`src/rtl/cs_pkg.sv`:
```
// Shared types and defaults for the CS filter sample-transmit slice.
package cs_pkg;

    localparam int unsigned DATA_W_DEF  = 8;
    localparam int unsigned WIN_DEF     = 9;
    localparam int unsigned FRAME_LEN_W = 8;

    typedef logic [7:0] sample_t;

    typedef enum logic [1:0] {
        IDLE,
        PRIME,
        STREAM,
        FIN
    } tx_state_t;

endpackage

```
`src/rtl/cs_sample_tx_if.sv`:
```
// Host-side and filter-side signal bundle of the sample transmitter.
interface cs_sample_tx_if
    import cs_pkg::*;
#(
    parameter int unsigned DATA_W = DATA_W_DEF
);

    logic [DATA_W-1:0]      in_data;
    logic                   in_valid;
    logic                   in_ready;
    logic                   start;
    logic [FRAME_LEN_W-1:0] frame_len;
    logic [DATA_W-1:0]      X;
    logic                   x_valid;
    logic                   win_full;
    logic                   busy;
    logic                   done;
    logic                   underrun;

    // Host / environment side.
    modport master (
        output in_data, in_valid, start, frame_len,
        input  in_ready, X, x_valid, win_full, busy, done, underrun
    );

    // Transmitter side.
    modport slave (
        input  in_data, in_valid, start, frame_len,
        output in_ready, X, x_valid, win_full, busy, done, underrun
    );

endinterface

```
`src/rtl/cs_fifo.sv`:
```
// Synchronous first-word-fall-through sample FIFO; DEPTH must be a power of 2.
module cs_fifo #(
    parameter int unsigned DATA_W = 8,
    parameter int unsigned DEPTH  = 16
) (
    input  logic                     clk,
    input  logic                     reset,
    input  logic                     wr_en,
    input  logic [DATA_W-1:0]        wr_data,
    input  logic                     rd_en,
    output logic [DATA_W-1:0]        rd_data,
    output logic                     full,
    output logic                     empty,
    output logic [$clog2(DEPTH):0]   count
);

    localparam int unsigned PTR_W = $clog2(DEPTH);
    localparam int unsigned CNT_W = PTR_W + 1;

    logic [DATA_W-1:0] mem [DEPTH];
    logic [PTR_W-1:0]  wr_ptr;
    logic [PTR_W-1:0]  rd_ptr;
    logic              do_wr;
    logic              do_rd;

    assign full    = (count == CNT_W'(DEPTH));
    assign empty   = (count == '0);
    assign do_wr   = wr_en && !full;
    assign do_rd   = rd_en && !empty;
    assign rd_data = mem[rd_ptr];

    // Storage array; contents are don't-care until written.
    always_ff @(posedge clk) begin
        if (do_wr) begin
            mem[wr_ptr] <= wr_data;
        end
    end

    // Pointers wrap naturally at DEPTH; count tracks occupancy.
    always_ff @(posedge clk or posedge reset) begin
        if (reset) begin
            wr_ptr <= '0;
            rd_ptr <= '0;
            count  <= '0;
        end else begin
            if (do_wr) begin
                wr_ptr <= wr_ptr + PTR_W'(1);
            end
            if (do_rd) begin
                rd_ptr <= rd_ptr + PTR_W'(1);
            end
            case ({do_wr, do_rd})
                2'b10:   count <= count + CNT_W'(1);
                2'b01:   count <= count - CNT_W'(1);
                default: count <= count;
            endcase
        end
    end

endmodule

```
`src/rtl/cs_sample_tx.sv`:
```
// Feeds buffered host samples to the CS filter X input, one per cycle per frame.
module cs_sample_tx
    import cs_pkg::*;
#(
    parameter int unsigned DATA_W = DATA_W_DEF,
    parameter int unsigned DEPTH  = 16,
    parameter int unsigned WIN    = WIN_DEF
) (
    input  logic         clk,
    input  logic         reset,
    cs_sample_tx_if.slave bus
);

    localparam int unsigned CNT_W  = $clog2(DEPTH) + 1;
    localparam int unsigned SENT_W = $clog2(WIN + 1);

    tx_state_t              state;
    tx_state_t              state_d;
    logic [FRAME_LEN_W-1:0] rem;
    logic [SENT_W-1:0]      sent_cnt;
    logic                   pop_c;
    logic                   arm_c;
    logic                   stall_c;

    logic [DATA_W-1:0]      x_q;
    logic                   x_valid_q;
    logic                   win_full_q;
    logic                   busy_q;
    logic                   done_q;
    logic                   underrun_q;

    logic                   fifo_wr;
    logic [DATA_W-1:0]      fifo_rd_data;
    logic                   fifo_full;
    logic                   fifo_empty;
    logic [CNT_W-1:0]       fifo_count;

    // Host can push whenever the buffer has room; a same-cycle pop does not help.
    assign bus.in_ready = (fifo_count != CNT_W'(DEPTH));
    assign fifo_wr      = bus.in_valid && !fifo_full;

    cs_fifo #(
        .DATA_W (DATA_W),
        .DEPTH  (DEPTH)
    ) u_fifo (
        .clk     (clk),
        .reset   (reset),
        .wr_en   (fifo_wr),
        .wr_data (bus.in_data),
        .rd_en   (pop_c),
        .rd_data (fifo_rd_data),
        .full    (fifo_full),
        .empty   (fifo_empty),
        .count   (fifo_count)
    );

    // State register.
    always_ff @(posedge clk or posedge reset) begin
        if (reset) begin
            state <= IDLE;
        end else begin
            state <= state_d;
        end
    end

    // Next state plus pop / arm / stall strobes.
    always_comb begin
        state_d = state;
        pop_c   = 1'b0;
        arm_c   = 1'b0;
        stall_c = 1'b0;
        case (state)
            IDLE: begin
                if (bus.start) begin
                    if (bus.frame_len != '0) begin
                        state_d = PRIME;
                        arm_c   = 1'b1;
                    end else begin
                        state_d = FIN;
                    end
                end
            end
            PRIME, STREAM: begin
                if (!fifo_empty) begin
                    pop_c = 1'b1;
                    if (rem == FRAME_LEN_W'(1)) begin
                        state_d = FIN;
                    end else if ((state == PRIME) && (sent_cnt == SENT_W'(WIN - 1))) begin
                        state_d = STREAM;
                    end
                end else begin
                    stall_c = 1'b1;
                end
            end
            FIN: begin
                state_d = IDLE;
            end
            default: begin
                state_d = IDLE;
            end
        endcase
    end

    // Frame counters and registered outputs.
    always_ff @(posedge clk or posedge reset) begin
        if (reset) begin
            rem        <= '0;
            sent_cnt   <= '0;
            x_q        <= '0;
            x_valid_q  <= 1'b0;
            win_full_q <= 1'b0;
            busy_q     <= 1'b0;
            done_q     <= 1'b0;
            underrun_q <= 1'b0;
        end else begin
            if (arm_c) begin
                rem      <= bus.frame_len;
                sent_cnt <= '0;
            end else if (pop_c) begin
                rem <= rem - FRAME_LEN_W'(1);
                if (sent_cnt != SENT_W'(WIN)) begin
                    sent_cnt <= sent_cnt + SENT_W'(1);
                end
            end

            x_valid_q <= pop_c;
            if (pop_c) begin
                x_q <= fifo_rd_data;
            end

            if (arm_c) begin
                underrun_q <= 1'b0;
            end else if (stall_c) begin
                underrun_q <= 1'b1;
            end

            if (state == FIN) begin
                win_full_q <= 1'b0;
            end else if (pop_c && (sent_cnt == SENT_W'(WIN - 1))) begin
                win_full_q <= 1'b1;
            end

            busy_q <= (state_d == PRIME) || (state_d == STREAM);
            done_q <= (state == FIN);
        end
    end

    assign bus.X        = x_q;
    assign bus.x_valid  = x_valid_q;
    assign bus.win_full = win_full_q;
    assign bus.busy     = busy_q;
    assign bus.done     = done_q;
    assign bus.underrun = underrun_q;

endmodule
```
`src/flat_wrapper.sv`:
```
// flat-port wrapper written by rule: the top's interface ports become plain ports
module cs_sample_tx_flat import cs_pkg::*;
#(
    parameter int unsigned DATA_W = DATA_W_DEF,
    parameter int unsigned DEPTH  = 16,
    parameter int unsigned WIN    = WIN_DEF
)
  (clk, reset, bus_in_data, bus_in_valid, bus_start, bus_frame_len, bus_in_ready, bus_X, bus_x_valid, bus_win_full, bus_busy, bus_done, bus_underrun);
  cs_sample_tx_if #(.DATA_W(DATA_W)) bus_i ();
  input  logic clk;
  input  logic reset;
  input wire logic [$bits(bus_i.in_data)-1:0] bus_in_data;
  input wire logic [$bits(bus_i.in_valid)-1:0] bus_in_valid;
  input wire logic [$bits(bus_i.start)-1:0] bus_start;
  input wire logic [$bits(bus_i.frame_len)-1:0] bus_frame_len;
  output wire logic [$bits(bus_i.in_ready)-1:0] bus_in_ready;
  output wire logic [$bits(bus_i.X)-1:0] bus_X;
  output wire logic [$bits(bus_i.x_valid)-1:0] bus_x_valid;
  output wire logic [$bits(bus_i.win_full)-1:0] bus_win_full;
  output wire logic [$bits(bus_i.busy)-1:0] bus_busy;
  output wire logic [$bits(bus_i.done)-1:0] bus_done;
  output wire logic [$bits(bus_i.underrun)-1:0] bus_underrun;
  assign bus_i.in_data = bus_in_data;
  assign bus_i.in_valid = bus_in_valid;
  assign bus_i.start = bus_start;
  assign bus_i.frame_len = bus_frame_len;
  assign bus_in_ready = bus_i.in_ready;
  assign bus_X = bus_i.X;
  assign bus_x_valid = bus_i.x_valid;
  assign bus_win_full = bus_i.win_full;
  assign bus_busy = bus_i.busy;
  assign bus_done = bus_i.done;
  assign bus_underrun = bus_i.underrun;
  cs_sample_tx #(.DATA_W(DATA_W), .DEPTH(DEPTH), .WIN(WIN)) u_core (.clk(clk), .reset(reset), .bus(bus_i));
endmodule
```
`config.mk`:
```
export PLATFORM = sky130hd
export DESIGN_NAME = cs_sample_tx_flat
export DESIGN_NICKNAME = d
export VERILOG_FILES = /design/src/rtl/cs_pkg.sv /design/src/rtl/cs_sample_tx_if.sv /design/src/rtl/cs_fifo.sv /design/src/rtl/cs_sample_tx.sv /design/src/flat_wrapper.sv
export SDC_FILE = /design/constraint.sdc
export NUM_CORES = 1
export LEC_CHECK = 0
export ABC_AREA = 0
export CAP_MARGIN = 20
export CORE_MARGIN = 2
export CORE_UTILIZATION = 54
export DETAILED_ROUTE_END_ITERATION = 10
export MAX_ROUTING_LAYER = met4
export PLACE_DENSITY = 0.8
export SYNTH_ARGS = -nofsm -noshare
export SYNTH_HDL_FRONTEND = slang
export SYNTH_HIERARCHICAL = 1
export SYNTH_SLANG_ARGS = --single-unit
```
`constraint.sdc`:
```
create_clock -name clk -period 3.2 [get_ports clk]
set_input_delay 0.48 -clock clk [delete_from_list [all_inputs] [get_ports clk]]
set_output_delay 0.48 -clock clk [all_outputs]
set_load 0.02 [all_outputs]
```
# Yosys cells after proc, flatten, opt, wreduce, memory -nomap -nowiden
# Memory sizes are Yosys's and may differ from the RTL's. A register that Yosys moved wholly into a read port is not among the register bits.
# Index checks and enable logic that the tools add are counted.
# classes
n_addsub	6
mux	25
n_eq_ne	12
reduce_logical	18
# op_table
operator	count
$mux W8	2
$mux W1	13
$add A4 B1 Y4 const B	3
$mux W4	3
$mux W2	5
$pmux W5 S2	1
$reduce_bool A2 Y1	5
$eq A2 B2 Y1 const B	4
$eq A8 B1 Y1 const B	1
$reduce_bool A8 Y1	1
$sub A8 B1 Y8 const B	1
$eq A2 B1 Y1 const B	3
$pmux W2 S3	1
$add A5 B1 Y5 const B	1
$eq A5 B5 Y1 const B	1
$logic_and A1 B1 Y1	5
$logic_not A5 Y1	1
$ne A5 B5 Y1 const B	1
$sub A5 B1 Y5 const B	1
$eq A4 B4 Y1 const B	1
$ne A4 B4 Y1 const B	1
$logic_not A1 Y1	2
$logic_not A2 Y1	1
$reduce_and A2 Y1	1
2 further kinds	2
# totals
in_bits	20
register_bits	32
ramBits	128
n_memories	1
# mem_list
name	depth	word_bits	read_ports	rd_ports_with_merged_regs	write_ports	line	text
u_core.u_fifo.mem	16	8	1	1	1	cs_fifo.sv:20	logic [DATA_W-1:0] mem [DEPTH];

# Longest topological paths before layout
# Gate-level depths: netlist (run 1).
# depth
depth_word	8
mapped_depth	15
ltp_nobuf	14

# By module
# The synthesis (run 1) kept the hierarchy.
# modules_own_cells
module	instances	cells_each	area_per_inst_um2
cs_fifo	1	333	5789.3
cs_sample_tx	1	153	1407.6

# Worst setup path after synthesis (run 1)
# No wires, ideal clock.
# synth_timing
path_type	reg2reg
start	register u_core.u_fifo.count[0]
end	register u_core.u_fifo.count[4]
stages_incl_launch_ff	15
n_path_buf	2
arrival_ps	3248
t_required_ps	3077
setup_slack_ps	-171
path_cell_list	dfrtp_1 -> nor4_2 -> and2b_1 -> nand2b_1 -> clkinv_1 -> clkbuf_1 -> nor2b_1 -> buf_6 -> ha_1 -> ha_1 -> nor2b_1 -> o21ai_0 -> a21oi_1 -> or3b_1 -> xnor2_1
# synth_via
elab_chain_cells	6
# synth_lines
element	line	text
from (decl)	cs_fifo.sv:14	output logic [$clog2(DEPTH):0] count
from (signal assigned)	cs_fifo.sv:53	2'b10: count <= count + CNT_W'(1);
from (signal assigned)	cs_fifo.sv:54	2'b01: count <= count - CNT_W'(1);
from (signal assigned)	cs_fifo.sv:55	default: count <= count;
$logic_not A5 Y1 *	cs_fifo.sv:27	assign empty = (count == '0);
net u_core.fifo_empty	cs_sample_tx.sv:35	logic fifo_empty;
$mux W1 *	cs_sample_tx.sv:84	if (!fifo_empty) begin
$mux W1 *	cs_sample_tx.sv:72	case (state)
net u_core.pop_c	cs_sample_tx.sv:21	logic pop_c;
$logic_and A1 B1 Y1 *	cs_fifo.sv:29	assign do_rd = rd_en && !empty;
net u_core.u_fifo.do_rd	cs_fifo.sv:24	logic do_rd;
$eq A2 B1 Y1 or $eq A2 B2 Y1 (tied branches)	cs_fifo.sv:52	case ({do_wr, do_rd})
$pmux W5 S2 or $reduce_bool A2 Y1 (tied branches)	-	
# Mark *: on every way through the listed nets, which the timed path passes. The rest lies on a longest branch.
# A chain may end at the register's enable or synchronous reset.

# Worst setup path in the final report (run 1)
# layout_timing
start	register u_core.state[0]
end	register u_core.u_fifo.count[4]
# layout_via
elab_chain_cells	6
# layout_lines
element	line	text
from (decl)	cs_sample_tx.sv:17	tx_state_t state;
from (signal assigned)	cs_sample_tx.sv:62	state <= state_d;
$eq A2 B2 Y1 or $eq A2 B1 Y1 (tied branches)	cs_sample_tx.sv:72	
$reduce_or A2 Y1 *	cs_sample_tx.sv:72	
$mux W1 *	cs_sample_tx.sv:72	
$logic_and A1 B1 Y1 *	cs_fifo.sv:29	
$eq A2 B1 Y1 or $eq A2 B2 Y1 (tied branches)	cs_fifo.sv:52	
$pmux W5 S2 or $reduce_bool A2 Y1 (tied branches)	-	
# Every way passes the cells marked *; elsewhere a longest branch is shown, timed or not.

==> results, run 1 <==
- For this design the ratio of total power to cell area is 954 nW/µm².
- For this run, the share of the core covered by cells in the final layout is 0.637.
- The number of clock sinks seen by CTS is 168.
- The worst min-delay path class is primary input to async pin.
- edfxtp_1 takes more of the synthesized area than any other cell.
- Dividing the detail-routed wire length by the instance count gives 19.6 µm.
- The detailed router placed 4189 vias in this run.
- Including well taps, the total number of placed cells is 694.
- The number of port buffers is 33.
- The number of nets handed over by synthesis was 524.
- The area growth from synthesis to final layout is 16.3%.
- Yosys printed 6 warnings.
- Of the cells placed in the final design, the portion with a size suffix greater than 1 is 0.164.
- The post-synthesis instance area is 7200 µm².
- The post-route DRC violation count is 0.
- The floorplan step defined a die boundary enclosing 14300 µm².
- The peak fanout along the critical path is 6.
- The placement row count is 42.
- The mean cell area of the mapped netlist is 14.8 µm².
- The critical path goes through inv_1, ha_1, nand2b_4, clkinv_2, nor2b_4, ha_2, inv_1, fa_1, nor2b_1, o21ai_0, nand3_1, or3b_1, xnor2_1.
- The routed length on met3 is 949 µm.
- The maximum root-to-sink buffer count is 2.
- In the post-synthesis netlist, the biggest area contributors are edfxtp_1 (53%), dfrtp_1 (14%), mux4_2 (5.0%).
- The final net count is 576.
- The H-tree generated during clock tree synthesis spans 4 levels.
- The fraction of post-synthesis cell area in the top cell type by area is 0.534.
- Leaving out fill and tap cells, the most frequent cell in the layout is edfxtp_1.
- The first global-routing pass estimated 22700 µm of wire.
- Once the clock tree was built, the setup fixing pass inserted 0 buffers.
- The number of antenna diodes in the final layout is 0.
- The post-synthesis compound-gate area fraction is 0.0575.
- The number of DRC violations after detailed-routing iteration 0 is 395.
- The count of max-cap constraint violations is 0.
- On the final layout, the worst hold slack is 0.283 ns.
- The final hold violation count is 0.
- In this run the clock root is driven by a clkbuf_16.
- The worst max-slew margin expressed relative to the limit is 0.480.
- VDD sags by at most 0.520 mV.
- The maximum number of pins on one net before global-route repair is 28.
- The floorplan step defined a core boundary enclosing 13100 µm².
- The combinational family with the most area after synthesis is multiplexers.
- The detailed-router iteration count before antenna repair is 5.
- The sequential share of the synthesized area is 0.673.
- The clock tree from TritonCTS is done.
- Dividing the detail-routed via count by the number of cells gives 5.77.
- Summed over all cells, the static leakage comes to 3.10 nW.
- The share of the cycle needed by the critical path after routing is 0.942.
- The run finished with clean final reports.
- STA classifies the critical path startpoint as a flip-flop.
- Clock latency on the worst-skew pair, taken at its later pin, is 0.43 ns.
- Based on the critical path, the design can be clocked at up to 0.332 GHz.
- By instance count, the cell type seen most on the critical path is inv_1.
- The placed wire-length estimate is 9540 µm.
- The global placement routability congestion is 0.931.
- Data arrives at the worst endpoint at 3.32 ns.
- The max-slew violation count was 0.
- The standard cell with the maximum stage delay on the critical path is dfrtp_1.
- The top metal layer carrying routed signals is met4.
- The required time of the critical path is 3.51 ns.
- The routed wire length is 14200 µm.
- The starting density of the core is 0.548.
- The met2 wire length is 7030 µm.
- Leaving out fill and tap cells, the most frequent cells in the layout are edfxtp_1 (128), nand2_1 (56), dfrtp_1 (39).
- The synthesized design contains 168 register bits.
- The detailed-routing wirelength on met1 is 5930 µm.
- Setup repair after global routing left no endpoint under its margin.
- The delay contributed by the slowest stage of the critical path is 0.42 ns.
- Excluding fillers, the count of instances in the completed layout stands at 726.
- The type of destination of the critical path is a flip-flop.
- The parity-gate share of the synthesized area counting xor and xnor cells is 0.0243.
- In this run the horizontal extent of the chip is 119 µm.
- The distinct cell type count after synthesis is 48.
- After layout, the minimum clock period comes to 3.02 ns.
- The post-synthesis share of cell area spent on and, or, nand and nor gates is 0.0814.
- The number of antenna violations at the first check in global routing is 0.
- The multiplexer share of the synthesized area is 0.0994.
- The number of buffers created by CTS is 17.
- Synthesis produced 486 cells.
- The remaining global-route overflow is 0.
- The maximum clock skew at final layout is 0.00684 ns.
- The count of endpoints failing setup in the final report is 0.
- The critical path is of the flip-flop to flip-flop type.
- 34 I/O pins were placed.
- Summed over all failing endpoints, the final setup total negative slack is 0 ns.
- The overall power consumption is 7.99 mW.
- The clock transition time at the flip-flop clock pins of the worst setup and hold paths is 0.06 ns.
- The vertical die dimension is 119 µm.
- The adder-cell share of the synthesized area is 0.0323.
- Counting both buffers and inverters, the worst setup path holds a total of 3.
- The count of antenna-violating nets left after detailed routing is 0.
- The number of global-route vias before repair came to 4271.
- For this run, the total global-route usage over all layers was measured as 0.220.
- For the pin with the worst max-slew slack, the measured transition is 0.779 ns.
- The cell family contributing the most delay on the critical path is adder cells.
==> metal layers <==
metal  up-vias  GRT usage
met5         -          -
met4         0     0.0794
met3        27     0.0508
met2       179      0.346
met1      2076      0.282
li1       1907          -
==> Yosys cell counts (all sizes together) <==
cell type / n
or4b: 1
ha: 17
a2bb2oi: 1
nand3b: 2
a22oi: 8
xor2: 7
buf: 13
and2: 3
inv: 19
clkbuf: 10
nor4b: 1
nand2b: 4
mux2i: 25
mux2: 9
nor2: 22
nor4: 6
nor3: 7
o22ai: 1
nand2: 57
edfxtp: 128
nand3: 4
or3b: 1
o21ai: 33
nand4b: 1
o41ai: 1
a221oi: 8
a21o: 1
mux4: 16
clkinv: 1
nor2b: 4
fa: 1
o211ai: 1
nand4: 3
xnor2: 13
and2b: 1
a21oi: 14
or4: 1
a222oi: 1
dfrtp: 40
==> per-stage QoR <==
step                      worst slack [ns]  instance area (µm²)
after floorplan                     0.0355                 7210
after global placement               0.154                 7780
after global routing                0.0411                 8370
after CTS                            0.111                 8340
final                                0.184                 8370
after detailed placement           -0.0228                 7780
==> worst paths after layout <==
| path | start | slack [ns] | cells past startpoint | endpoint |
|---|---|---|---|---|
| worst max-delay path | u_core/state[0] | 0.18 | 13 | u_core/u_fifo/count[4] |
| worst min-delay path | reset | 0.28 | 2 | u_core/bus.done |
| worst max register to register | u_core/state[0] | 0.18 | 13 | u_core/u_fifo/count[4] |
| worst min register to register | u_core/bus.win_full | 0.51 | 2 | u_core/bus.win_full |
| max in group asynchronous | reset | 2.44 | 2 | u_core/u_fifo/rd_ptr[0] |
| min in group clk | u_core/bus.win_full | 0.51 | 2 | u_core/bus.win_full |
==> sequential cells by signal (all words and copies together), names as in the netlist, 2 cells and up <==
name and count:
u_core/state 2, u_core/u_fifo/mem 128, u_core/u_fifo/wr_ptr 4, u_core/sent_cnt 4
u_core/rem 8, u_core/bus.X 8, u_core/u_fifo/count 5, u_core/u_fifo/rd_ptr 4
==> power breakdown <==
group          switching, mW  internal (mW)  total (mW)  leakage, nW
Sequential             0.398           2.78        3.18         1.64
Combinational           1.60           1.30        2.91         1.20
Clock                  0.834           1.07        1.91        0.261
Total                   2.84           5.15        7.99         3.10
==> final cells by class <==
cell class / instances / area (µm²)
inverter: 20 / 76.3
sequential: 168 / 4850
timing repair buffer: 56 / 536
multi-input combinational: 275 / 2140
clock inverter: 13 / 123
fill: 913 / 4770
tap: 176 / 220
clock buffer: 18 / 429
==> cell families after synthesis <==
logic type | after synthesis
flops | 168
simple gates | 118
compound gates | 69
mux | 50
buf+inv | 43
xor+xnor | 20
fa+ha+maj | 18
==> repair_timing <==
action	in CTS	in global routing
resized for setup	1	2
endpoints found under the setup margin	1	1
pin swaps	0	0
hold buffers	0	0
endpoints found under the hold margin	0	0
Note: power is estimated with default switching activity, not from simulation.
==> run 2: changes to the inputs <==
Settings changed: CORE_ASPECT_RATIO set to 0.6, MAX_ROUTING_LAYER met4 to not set.
==> results, run 2 (synthesis gave the netlist of run 1 again) <==
- The run finished with clean final reports.
- Across all layers, the routed design uses 4169 vias.
- The number of flip-flops under the largest register name is 128.
- The number of global-route vias before repair is 4123.
- The accumulated negative setup slack is 0 ns.
- The achievable frequency is 0.343 GHz.
- The maximum root-to-sink buffer count is 2.
- The vertical die dimension is 93.4 µm.
- The average detailed-routed wire length per instance is 20.1 µm.
- The slack of the worst reg-to-reg path is 0.28 ns.
- The switching fraction of total power is 0.366.
- The region available for standard cell placement spans 12900 µm².
- The actual transition at the worst max-transition pin is 0.812 ns.
- During I/O placement, the number of pins put on the boundary was 34.
- Prior to clock tree synthesis, the placed netlist has a worst setup slack of 0.0634 ns.
- Power spread over the standard cell area amounts to 965 nW/µm².
- The later pin in the worst-skew pair is clocked with a latency of 0.43 ns.
- The final layout contains routed wiring with a total length of 14500 µm.
- The final design area excluding fillers is 8440 µm².
- The worst max-slew margin expressed relative to the limit is 0.457.
- Of the available clock period, the critical path in the final layout requires 0.911.
- The beginning of the worst register-to-register path is u_core/state[0].
- The routed design could run at a clock period as short as 2.92 ns.
- In this run the clock root is driven by a clkbuf_16.
- The reg-to-reg critical path endpoint is u_core/u_fifo/count[4].
- Along the worst path, the maximum fanout reaches 6.
- Setup repair after global routing left no endpoint under its margin.
- The count of antenna-violating nets left after detailed routing is 0.
- The portion of total power attributed to sequential cells is 0.388.
- The library cells used most frequently in the layout, excluding fill and tap cells, are edfxtp_1 (128), nand2_1 (56), dfrtp_1 (38).
- The clock transition time at the flip-flop clock pins of the worst setup and hold paths is 0.07 ns.
- The final standard cell utilization of the core is 0.652.
- Leaving out fill and tap cells, the most frequent cell in the layout is edfxtp_1.
- The number of clock sinks seen by CTS is 168.
- The max-slew violation count is 0.
- The count of endpoints failing setup in the final report is 0.
- The analysis attributes to cell leakage a power of 3.14 nW.
- The overall power consumption is 8.15 mW.
- For this block, wires on met1 add up to 6460 µm.
- The combinational share of power is 0.370.
- The placed wire-length estimate is 9580 µm.
- The highest ir drop seen on vdd is 0.440 mV.
- The post-route DRC violation count is 0.
- The arrival time reported for the critical path endpoint is 3.23 ns.
- The maximum number of pins on one net before global-route repair is 39.
- The share of post-route cells with drive strength above 1 is 0.177.
- From left edge to right edge, the die measures 153 µm.
- After floorplanning, the core was divided into 32 placement rows.
- The first routing iteration left 377 violations.
- TritonCTS built the clock tree.
- The repair_antennas step left the layout with diodes totalling 0.
- Using the TritonRoute via totals, the vias-per-cell ratio works out to 5.76.
- The final hold violation count is 0.
- The required time of the critical path is 3.51 ns.
- The switching power total is 2.98 mW.
- Before antenna repair, the detailed router went through 5 iterations.
- The number of port buffers is 33.
- Of the total power, the clock network draws 0.242.
- The starting density of the core is 0.557.
- Across every metal layer, demand over resource in global routing totals 0.215.
- The number of filler cells placed in the layout is 879.
- Tracing the worst setup path back leads to its startpoint at u_core/state[0].
- Routed signal wires occupy layers up through met4.
- By startpoint and endpoint, the worst setup path is classified as flip-flop to flip-flop.
- The remaining global-route overflow is 0.
- The global-route wire length before repair is 22900 µm.
- The worst min-delay path class is primary input to async pin.
- The H-tree depth is 4.
- The number of cells on the worst reg-to-reg path is 13.
- Relative to the synthesized area, the layout overhead comes to 17.2%.
- The kind of start point of the critical path is a flip-flop.
- The routed length on met3 is 1050 µm.
- The global placement routability congestion is 0.856.
- The number of buffers created by CTS is 17.
- The worst path setup slack after routing is 0.285 ns.
- The register with the highest flop count is u_core/u_fifo/mem.
- The type of destination of the critical path is a flip-flop.
- After detailed routing, the met2 layer carries 6830 µm of wire.
- The internal power of the cells is 5.17 mW.
- The maximum clock skew at final layout is 0.00925 ns.
- The final net count is 580.
- The die covers 14300 µm².
- The count of max-cap constraint violations is 0.
- The number of antenna violations at the first check in global routing came to 0.
- The standard cell area after detailed placement is 7770 µm².
==> run 2: through the flow <==
stage,hold slack (ns),cells
floorplan,0.357,486
global placement,0.475,687
detailed placement,0.469,688
CTS,0.423,719
global route,0.335,724
finish,0.309,724
==> run 2: power by group through the flow <==
stage	logic [mW]	clock network [mW]	registers, mW
6_report	3.01	1.97	3.16
5_1_grt	3.33	2.10	3.20
4_1_cts	2.90	2.01	3.14
3_5_place_dp	2.86	0	3.18
3_3_place_gp	2.74	0	3.16
2_1_floorplan	2.13	0	3.10
==> run 2: worst max path at each step <==
stage	depth (start not counted)	slack [ns]	end
floorplan	14	0.04	u_core/u_fifo/count[4]
global placement	12	0.26	u_core/u_fifo/count[4]
detailed placement	13	0.06	u_core/u_fifo/count[4]
CTS	13	0.02	u_core/u_fifo/count[4]
global route	12	0.1	u_core/u_fifo/count[4]
finish	13	0.28	u_core/u_fifo/count[4]
==> run 2: timing repair <==
action / 4_1_cts / 5_1_grt
gates resized for setup: 0 / 7
setup endpoints to repair: 0 / 1
hold buffers: 0 / 0
buffers inserted: 0 / 4
==> run 2: layout make-up <==
type / count / area [µm²] / share of cell area
clock buffer: 17 / 425 / 0.0504
timing repair buffer: 60 / 566 / 0.0670
clock inverter: 14 / 151 / 0.0179
multi-input combinational: 275 / 2160 / 0.256
inverter: 20 / 76.3 / 0.00905
tap: 170 / 213 / 0.0252
sequential: 168 / 4850 / 0.575
==> run 2: per-layer routing <==
metal | vias up | track usage
li1 | 1911 | -
met1 | 2065 | 0.306
met2 | 173 | 0.328
met3 | 20 | 0.0547
met4 | 0 | 0.0741
met5 | - | 0
==> run 2: worst max-delay path, stage by stage (launching register included) <==
cell and delay (ns):
dfrtp_1 0.41, inv_1 0.13, ha_4 0.34, nand2b_4 0.08, clkinv_2 0.06, nor2b_2 0.18
ha_2 0.24, inv_1 0.08, fa_1 0.42, nor2b_1 0.13, o21ai_1 0.09, nand3_1 0.09
or3b_1 0.38, xnor2_1 0.15
